==> src/rtl/step_gen_pkg.sv <==
// Shared definitions for the step generator family: pulse FSM encoding,
// default timing constants and direction pin polarity.
package step_gen_pkg;

    typedef enum logic [1:0] {
        ST_IDLE  = 2'd0,
        ST_SETUP = 2'd1,
        ST_HIGH  = 2'd2,
        ST_GAP   = 2'd3
    } step_state_t;

    localparam int DEF_VEL_W      = 32;
    localparam int DEF_ACC_PERIOD = 1000;
    localparam int DEF_CNT_W      = 10;
    localparam int DEF_DIR_SETUP  = 100;
    localparam int DEF_STEP_HIGH  = 300;
    localparam int DEF_STEP_GAP   = 100;

    // dir pin level that means "moving toward negative position"
    localparam logic DIR_NEG = 1'b1;

endpackage

==> src/rtl/step_pulse_fsm.sv <==
// Turns DDA step requests into driver pulses with dir-setup, high and gap
// timing; reports the committed position change and dropped requests.
//
// state    | meaning
// ---------+------------------------------------------------------------
// ST_IDLE  | waiting for a step request
// ST_SETUP | dir just changed, holding off the step edge for DIR_SETUP clocks
// ST_HIGH  | step pin high for STEP_HIGH clocks
// ST_GAP   | step pin low for STEP_GAP clocks; position commits on last edge
module step_pulse_fsm
    import step_gen_pkg::*;
#(
    parameter int CNT_W     = DEF_CNT_W,
    parameter int DIR_SETUP = DEF_DIR_SETUP,
    parameter int STEP_HIGH = DEF_STEP_HIGH,
    parameter int STEP_GAP  = DEF_STEP_GAP
) (
    input  logic clk,
    input  logic reset,
    input  logic abort,
    input  logic req,
    input  logic dir_in,
    input  logic clear_overrun,
    output logic step,
    output logic dir,
    output logic pos_inc,
    output logic pos_dec,
    output logic overrun,
    output logic idle
);

    if (DIR_SETUP > (1 << CNT_W) || STEP_HIGH > (1 << CNT_W) || STEP_GAP > (1 << CNT_W)
        || STEP_HIGH < 1 || STEP_GAP < 1 || DIR_SETUP < 0) begin : g_bad_timing
        $error("step_pulse_fsm: timing parameters do not fit the CNT_W counter");
    end

    localparam logic [CNT_W-1:0] SETUP_TC = CNT_W'(DIR_SETUP - 1);
    localparam logic [CNT_W-1:0] HIGH_TC  = CNT_W'(STEP_HIGH - 1);
    localparam logic [CNT_W-1:0] GAP_TC   = CNT_W'(STEP_GAP - 1);

    step_state_t      state, state_nxt;
    logic [CNT_W-1:0] cnt, cnt_nxt;
    logic             step_nxt, dir_nxt, overrun_nxt;

    always_ff @(posedge clk) begin
        if (reset) begin
            state   <= ST_IDLE;
            cnt     <= '0;
            step    <= 1'b0;
            dir     <= 1'b0;
            overrun <= 1'b0;
        end else begin
            state   <= state_nxt;
            cnt     <= cnt_nxt;
            step    <= step_nxt;
            dir     <= dir_nxt;
            overrun <= overrun_nxt;
        end
    end

    always_comb begin
        state_nxt   = state;
        cnt_nxt     = cnt;
        step_nxt    = step;
        dir_nxt     = dir;
        overrun_nxt = overrun;
        pos_inc     = 1'b0;
        pos_dec     = 1'b0;

        if (clear_overrun)
            overrun_nxt = 1'b0;
        if (req && state != ST_IDLE)
            overrun_nxt = 1'b1;

        case (state)
            ST_IDLE: begin
                if (req) begin
                    cnt_nxt = '0;
                    dir_nxt = dir_in;
                    // a zero setup time degenerates into the same-dir path
                    if (dir_in != dir && DIR_SETUP != 0) begin
                        state_nxt = ST_SETUP;
                    end else begin
                        step_nxt  = 1'b1;
                        state_nxt = ST_HIGH;
                    end
                end
            end
            ST_SETUP: begin
                if (cnt == SETUP_TC) begin
                    cnt_nxt   = '0;
                    step_nxt  = 1'b1;
                    state_nxt = ST_HIGH;
                end else begin
                    cnt_nxt = cnt + 1'b1;
                end
            end
            ST_HIGH: begin
                if (cnt == HIGH_TC) begin
                    cnt_nxt   = '0;
                    step_nxt  = 1'b0;
                    state_nxt = ST_GAP;
                end else begin
                    cnt_nxt = cnt + 1'b1;
                end
            end
            ST_GAP: begin
                if (cnt == GAP_TC) begin
                    cnt_nxt   = '0;
                    pos_inc   = (dir != DIR_NEG);
                    pos_dec   = (dir == DIR_NEG);
                    state_nxt = ST_IDLE;
                end else begin
                    cnt_nxt = cnt + 1'b1;
                end
            end
            default: begin
                cnt_nxt   = '0;
                state_nxt = ST_IDLE;
            end
        endcase

        // abort drops the pulse in flight without committing it; dir and overrun hold
        if (abort) begin
            state_nxt   = ST_IDLE;
            cnt_nxt     = '0;
            step_nxt    = 1'b0;
            dir_nxt     = dir;
            overrun_nxt = overrun;
            pos_inc     = 1'b0;
            pos_dec     = 1'b0;
        end
    end

    assign idle = (state == ST_IDLE);

endmodule

==> src/rtl/step_ramp_gen.sv <==
// Single-axis step generator: velocity ramp toward a target, DDA phase
// accumulator, pulse timing FSM and absolute position counter.
module step_ramp_gen
    import step_gen_pkg::*;
#(
    parameter int VEL_W      = DEF_VEL_W,
    parameter int ACC_PERIOD = DEF_ACC_PERIOD,
    parameter int CNT_W      = DEF_CNT_W,
    parameter int DIR_SETUP  = DEF_DIR_SETUP,
    parameter int STEP_HIGH  = DEF_STEP_HIGH,
    parameter int STEP_GAP   = DEF_STEP_GAP
) (
    input  logic             clk,
    input  logic             reset,
    input  logic             enable,
    input  logic [VEL_W-1:0] velocity,
    input  logic [VEL_W-1:0] max_accel,
    input  logic [VEL_W-1:0] data_in,
    input  logic             set_position,
    input  logic             clear_overrun,
    output logic [VEL_W-1:0] position,
    output logic [VEL_W-1:0] cur_velocity,
    output logic [VEL_W-1:0] acc,
    output logic             step,
    output logic             dir,
    output logic             busy,
    output logic             overrun
);

    localparam int CYC_W = (ACC_PERIOD > 1) ? $clog2(ACC_PERIOD) : 1;
    localparam logic [CYC_W-1:0] CYC_TC = CYC_W'(ACC_PERIOD - 1);

    logic [CYC_W-1:0] cycle;
    logic [VEL_W-1:0] tgt, vel_nxt, acc_nxt;
    logic [VEL_W:0]   diff, diff_mag;
    logic             req, pos_inc, pos_dec, fsm_idle;

    always_comb begin
        tgt = enable ? velocity : '0;
        // one extra bit keeps the signed difference free of overflow
        diff     = {tgt[VEL_W-1], tgt} - {cur_velocity[VEL_W-1], cur_velocity};
        diff_mag = diff[VEL_W] ? (~diff + 1'b1) : diff;
        if (diff_mag <= {1'b0, max_accel})
            vel_nxt = tgt;
        else if (diff[VEL_W])
            vel_nxt = cur_velocity - max_accel;
        else
            vel_nxt = cur_velocity + max_accel;

        acc_nxt = acc + cur_velocity;
        req     = acc_nxt[VEL_W-1] ^ acc[VEL_W-1];
    end

    always_ff @(posedge clk) begin
        if (reset) begin
            cycle        <= '0;
            position     <= '0;
            cur_velocity <= '0;
            acc          <= '0;
        end else if (set_position) begin
            cycle        <= '0;
            position     <= data_in;
            cur_velocity <= '0;
            acc          <= '0;
        end else begin
            acc <= acc_nxt;
            if (cycle == CYC_TC) begin
                cycle        <= '0;
                cur_velocity <= vel_nxt;
            end else begin
                cycle <= cycle + 1'b1;
            end
            if (pos_inc)
                position <= position + 1'b1;
            else if (pos_dec)
                position <= position - 1'b1;
        end
    end

    step_pulse_fsm #(
        .CNT_W     (CNT_W),
        .DIR_SETUP (DIR_SETUP),
        .STEP_HIGH (STEP_HIGH),
        .STEP_GAP  (STEP_GAP)
    ) u_pulse (
        .clk           (clk),
        .reset         (reset),
        .abort         (set_position),
        .req           (req),
        .dir_in        (cur_velocity[VEL_W-1]),
        .clear_overrun (clear_overrun),
        .step          (step),
        .dir           (dir),
        .pos_inc       (pos_inc),
        .pos_dec       (pos_dec),
        .overrun       (overrun),
        .idle          (fsm_idle)
    );

    assign busy = !fsm_idle || (cur_velocity != '0);

endmodule

==> config.mk <==
export PLATFORM = sky130hd
export DESIGN_NAME = step_ramp_gen
export DESIGN_NICKNAME = d
export VERILOG_FILES = /design/src/rtl/step_gen_pkg.sv /design/src/rtl/step_pulse_fsm.sv /design/src/rtl/step_ramp_gen.sv
export SDC_FILE = /design/constraint.sdc
export NUM_CORES = 1
export LEC_CHECK = 0
export CAP_MARGIN = 20
export CORE_UTILIZATION = 57
export DETAILED_ROUTE_END_ITERATION = 8
export GPL_TIMING_DRIVEN = 0
export PLACE_DENSITY_LB_ADDON = 0.05
export SKIP_LAST_GASP = 1
export SLEW_MARGIN = 20
export SYNTH_ARGS = -nofsm -noshare
export SYNTH_HDL_FRONTEND = slang
export SYNTH_SLANG_ARGS = --single-unit
export TNS_END_PERCENT = 5
==> constraint.sdc <==
create_clock -name clk -period 8.6 [get_ports clk]
set_clock_uncertainty 0.15 [all_clocks]
set_input_delay 1.72 -clock clk [delete_from_list [all_inputs] [get_ports clk]]
set_output_delay 1.72 -clock clk [all_outputs]
set_load 0.01 [all_outputs]
==> impl_metrics.yaml <==
run_status:
  outcome: "complete, no violations"
critical_path:
  crit_required_ns: 8.80
  critical_path_peak_fanout: 10
  r2r_slack_ns: 1.38
  worst-setup-path-type: "input port to flip-flop"
  crit_path_start_kind: "input port"
  crit_arrival_ns: 8.57
  end_kind: "flip-flop"
timing:
  setup_ws_ns: 0.2284
  slew-limit-headroom: 0.2997
  worst_pin_slew_ns: 1.050
  slew_violations: 0
  period_needed_ns: 8.372
  hold_viol: 0
  max_freq_mhz: 119.5
  setup_viol: 0
  post-route-period-util: 0.9734
  whs_ns: 0.3027
placement:
  place.gp.congestion: 0.9830
  dpl.hpwl_um: 38590
  post-place-ws_ns: -1.910
  place_area_mm2: 0.01631
  port_buffers: 198
  dp.cells: 2361
synth:
  syn_nets: 2114
  synthAdderAreaFrac: 0.1552
  synth_compound_area_frac: 0.2835
  ys_ff_latch: 121
  synth_area_mm2: 0.01390
  synth_cells: 1843
  yosysWarnings: 0
  yosys.area_share.simple: 0.2121
  synth_xor_area_frac: 0.1002
  synth_edf_count: 0
  synth-seq-area-share: 0.1743
  synthArstFlopShare: 0
  synth-main-ff-cell: "dfxtp_1"
  avgSynthCellArea_um2: 7.541
  synth_top_family_by_area: "compound AO/OA/AOI/OAI gates"
  yosys-mux-area-fraction: 0.02431
  synth_top_cell_area_share: 0.1743
  synth_largest_area_cell: "dfxtp_1"
  synth.area.top_cells: "dfxtp_1, ha_1, a21oi_1"
  synth_cell_types: 90
pwr:
  p_per_area_mw_per_mm2: 133.8
  ir_worst_vdd_v: 0.0001140
  p_leak_nw: 7.186
route:
  drt-pass1-iter-count: 7
  drc: 0
  drt-total-wl_um: 48610
  viasPerCell: 6.302
  wl_per_cell_um: 20.33
  first_iter_violations: 1424
  vias: 15070
  antenna_left: 0
finish:
  nets: 2330
  synthToLayoutAreaGrowth_pct: 22.43
  layout_commonest_cell: "clkdlybuf4s50_1"
  final_cell_mix: "clkdlybuf4s50_1, a21oi_1, nor2_1"
  n_antenna_cell: 0
  instances_no_fill: 2391
  drive_gt1_frac: 0.04778
  design_area_mm2: 0.01702
clock_tree:
  clockRootBuffer: "clkbuf_16"
  cts_buffer_depth: 2
  cts.hold.buffers_added: 0
  cts_buffers: 17
  tritoncts: "built"
  insertion_delay_ns: 0.43
  clock-sinks: 121
  cts.clk_slew.worst_paths_ns: 0.06
  htree_levels: 4
floorplanning:
  initial_core_util: 0.5869
  num_io_pins: 201
  die_w_um: 158.2
  num_rows: 56
  fp.dieH_um: 158.2
  coreArea_mm2: 0.02368
  die_area_mm2: 0.02501
global_routing:
  grt_max_degree: 21
  grt_pass1_wl_um: 74510
  grt.overflow.total: 0
  grtUsageTotal: 0.3841
  antenna_found_initial: 0
  grt_pass1_vias: 14020
worst_hold_path:
  min_path_type: "flip-flop to flip-flop"
flow_run:
  maxCapViolCount: 0
==> cells by family after synthesis <==
| group | after synthesis |
|---|---|
| buffers and inverters | 171 |
| multiplexers | 33 |
| XOR/XNOR | 159 |
| adder cells (fa/ha/maj) | 170 |
| AO/OA/AOI/OAI | 595 |
| flip-flops | 121 |
| AND/OR/NAND/NOR | 594 |
==> critical path, stage by stage <==
cell	delay, ns
clkbuf_2	0.20
clkbuf_4	0.27
clkbuf_2	0.28
and2_1	0.21
ha_1	0.23
clkbuf_1	0.19
a21oi_1	0.27
o21ai_0	0.13
a31oi_1	0.22
o22ai_1	0.12
a311o_1	0.37
a41oi_1	0.35
or2_2	0.31
buf_2	0.33
nor2_1	0.11
xnor2_1	0.17
ha_1	0.25
or4_1	0.51
o21ai_0	0.10
a21oi_1	0.13
a2bb2oi_2	0.26
o21ai_1	0.25
a2111oi_2	0.40
o21bai_1	0.17
a311oi_1	0.35
xnor2_1	0.16
a221o_1	0.37
a21oi_1	0.13
==> synth_stat cells, types with 23 or more instances <==
library cell  instances
dfxtp_1             121
inv_1               108
o21ai_0             106
nor3_1               32
o31ai_1              23
xor2_1               54
and2_1               38
ha_1                166
xnor2_1             105
nor2_1              176
a211oi_1             23
a21oi_1             190
nand2_1             143
clkbuf_1             49
a21o_1               72
nand3_1              42
mux2i_1              30
==> power by group <==
part	internal [mW]	total, mW	switching, mW
logic	0.407	0.932	0.525
registers	0.570	0.580	0.00960
clock network	0.478	0.765	0.287
total	1.45	2.28	0.821
==> flip-flops by register name, summed over array words and instances (netlist names) <==
signal,count
acc,32
cur_velocity,32
position,32
cycle,10
u_pulse.cnt,10
u_pulse.state,2
u_pulse.dir,1
u_pulse.overrun,1
u_pulse.step,1
==> path summary, 6_finish.rpt <==
path | to | depth (start not counted) | startpoint
max | cur_velocity[31]$_SDFFE_PP0P_ | 28 | enable
min | cycle[0]$_SDFF_PP0_ | 1 | cycle[0]$_SDFF_PP0_
max reg2reg | position[31]$_SDFFE_PP0P_ | 20 | u_pulse.cnt[0]$_SDFFE_PP0P_
min reg2reg | cycle[0]$_SDFF_PP0_ | 1 | cycle[0]$_SDFF_PP0_
==> layer usage <==
metal / global-route usage / vias to the layer above / wire length [um]
met5: 0 / - / 0
met3: 0.05557 / 117 / 4038
met2: 0.6220 / 721 / 21760
met4: 0.1497 / 0 / 1761
li1: - / 7168 / -
met1: 0.5111 / 7063 / 21060
==> what timing repair did <==
item | in CTS | in global routing
setup buffers | 1 | 0
gates resized for setup | 20 | 10
endpoints found under the hold margin | 0 | 0
setup endpoints to repair | 32 | 32
pin swaps | 1 | 0
==> cell type report <==
type                       count  area [um2]
clock inverter                11       145.1
buffer                        59       297.8
tap                          319       399.1
sequential                   121        2422
timing repair buffer         200        2012
clock buffer                  21       470.5
fill                        2025        6668
multi-input combinational   1551       10860
inverter                     109       409.1
==> stage by stage <==
| step | util | total power [mW] | setup TNS [ns] |
|---|---|---|---|
| floorplan | - | 1.238 | 0 |
| global placement | 0.6874 | 1.468 | -40.50 |
| detailed placement | 0.6886 | 1.486 | -44.78 |
| CTS | 0.7171 | 2.244 | 0 |
| global route | 0.7185 | 2.368 | -0.01943 |
| finish | 0.7185 | 2.276 | 0 |
(Power assumes the default switching activity.)
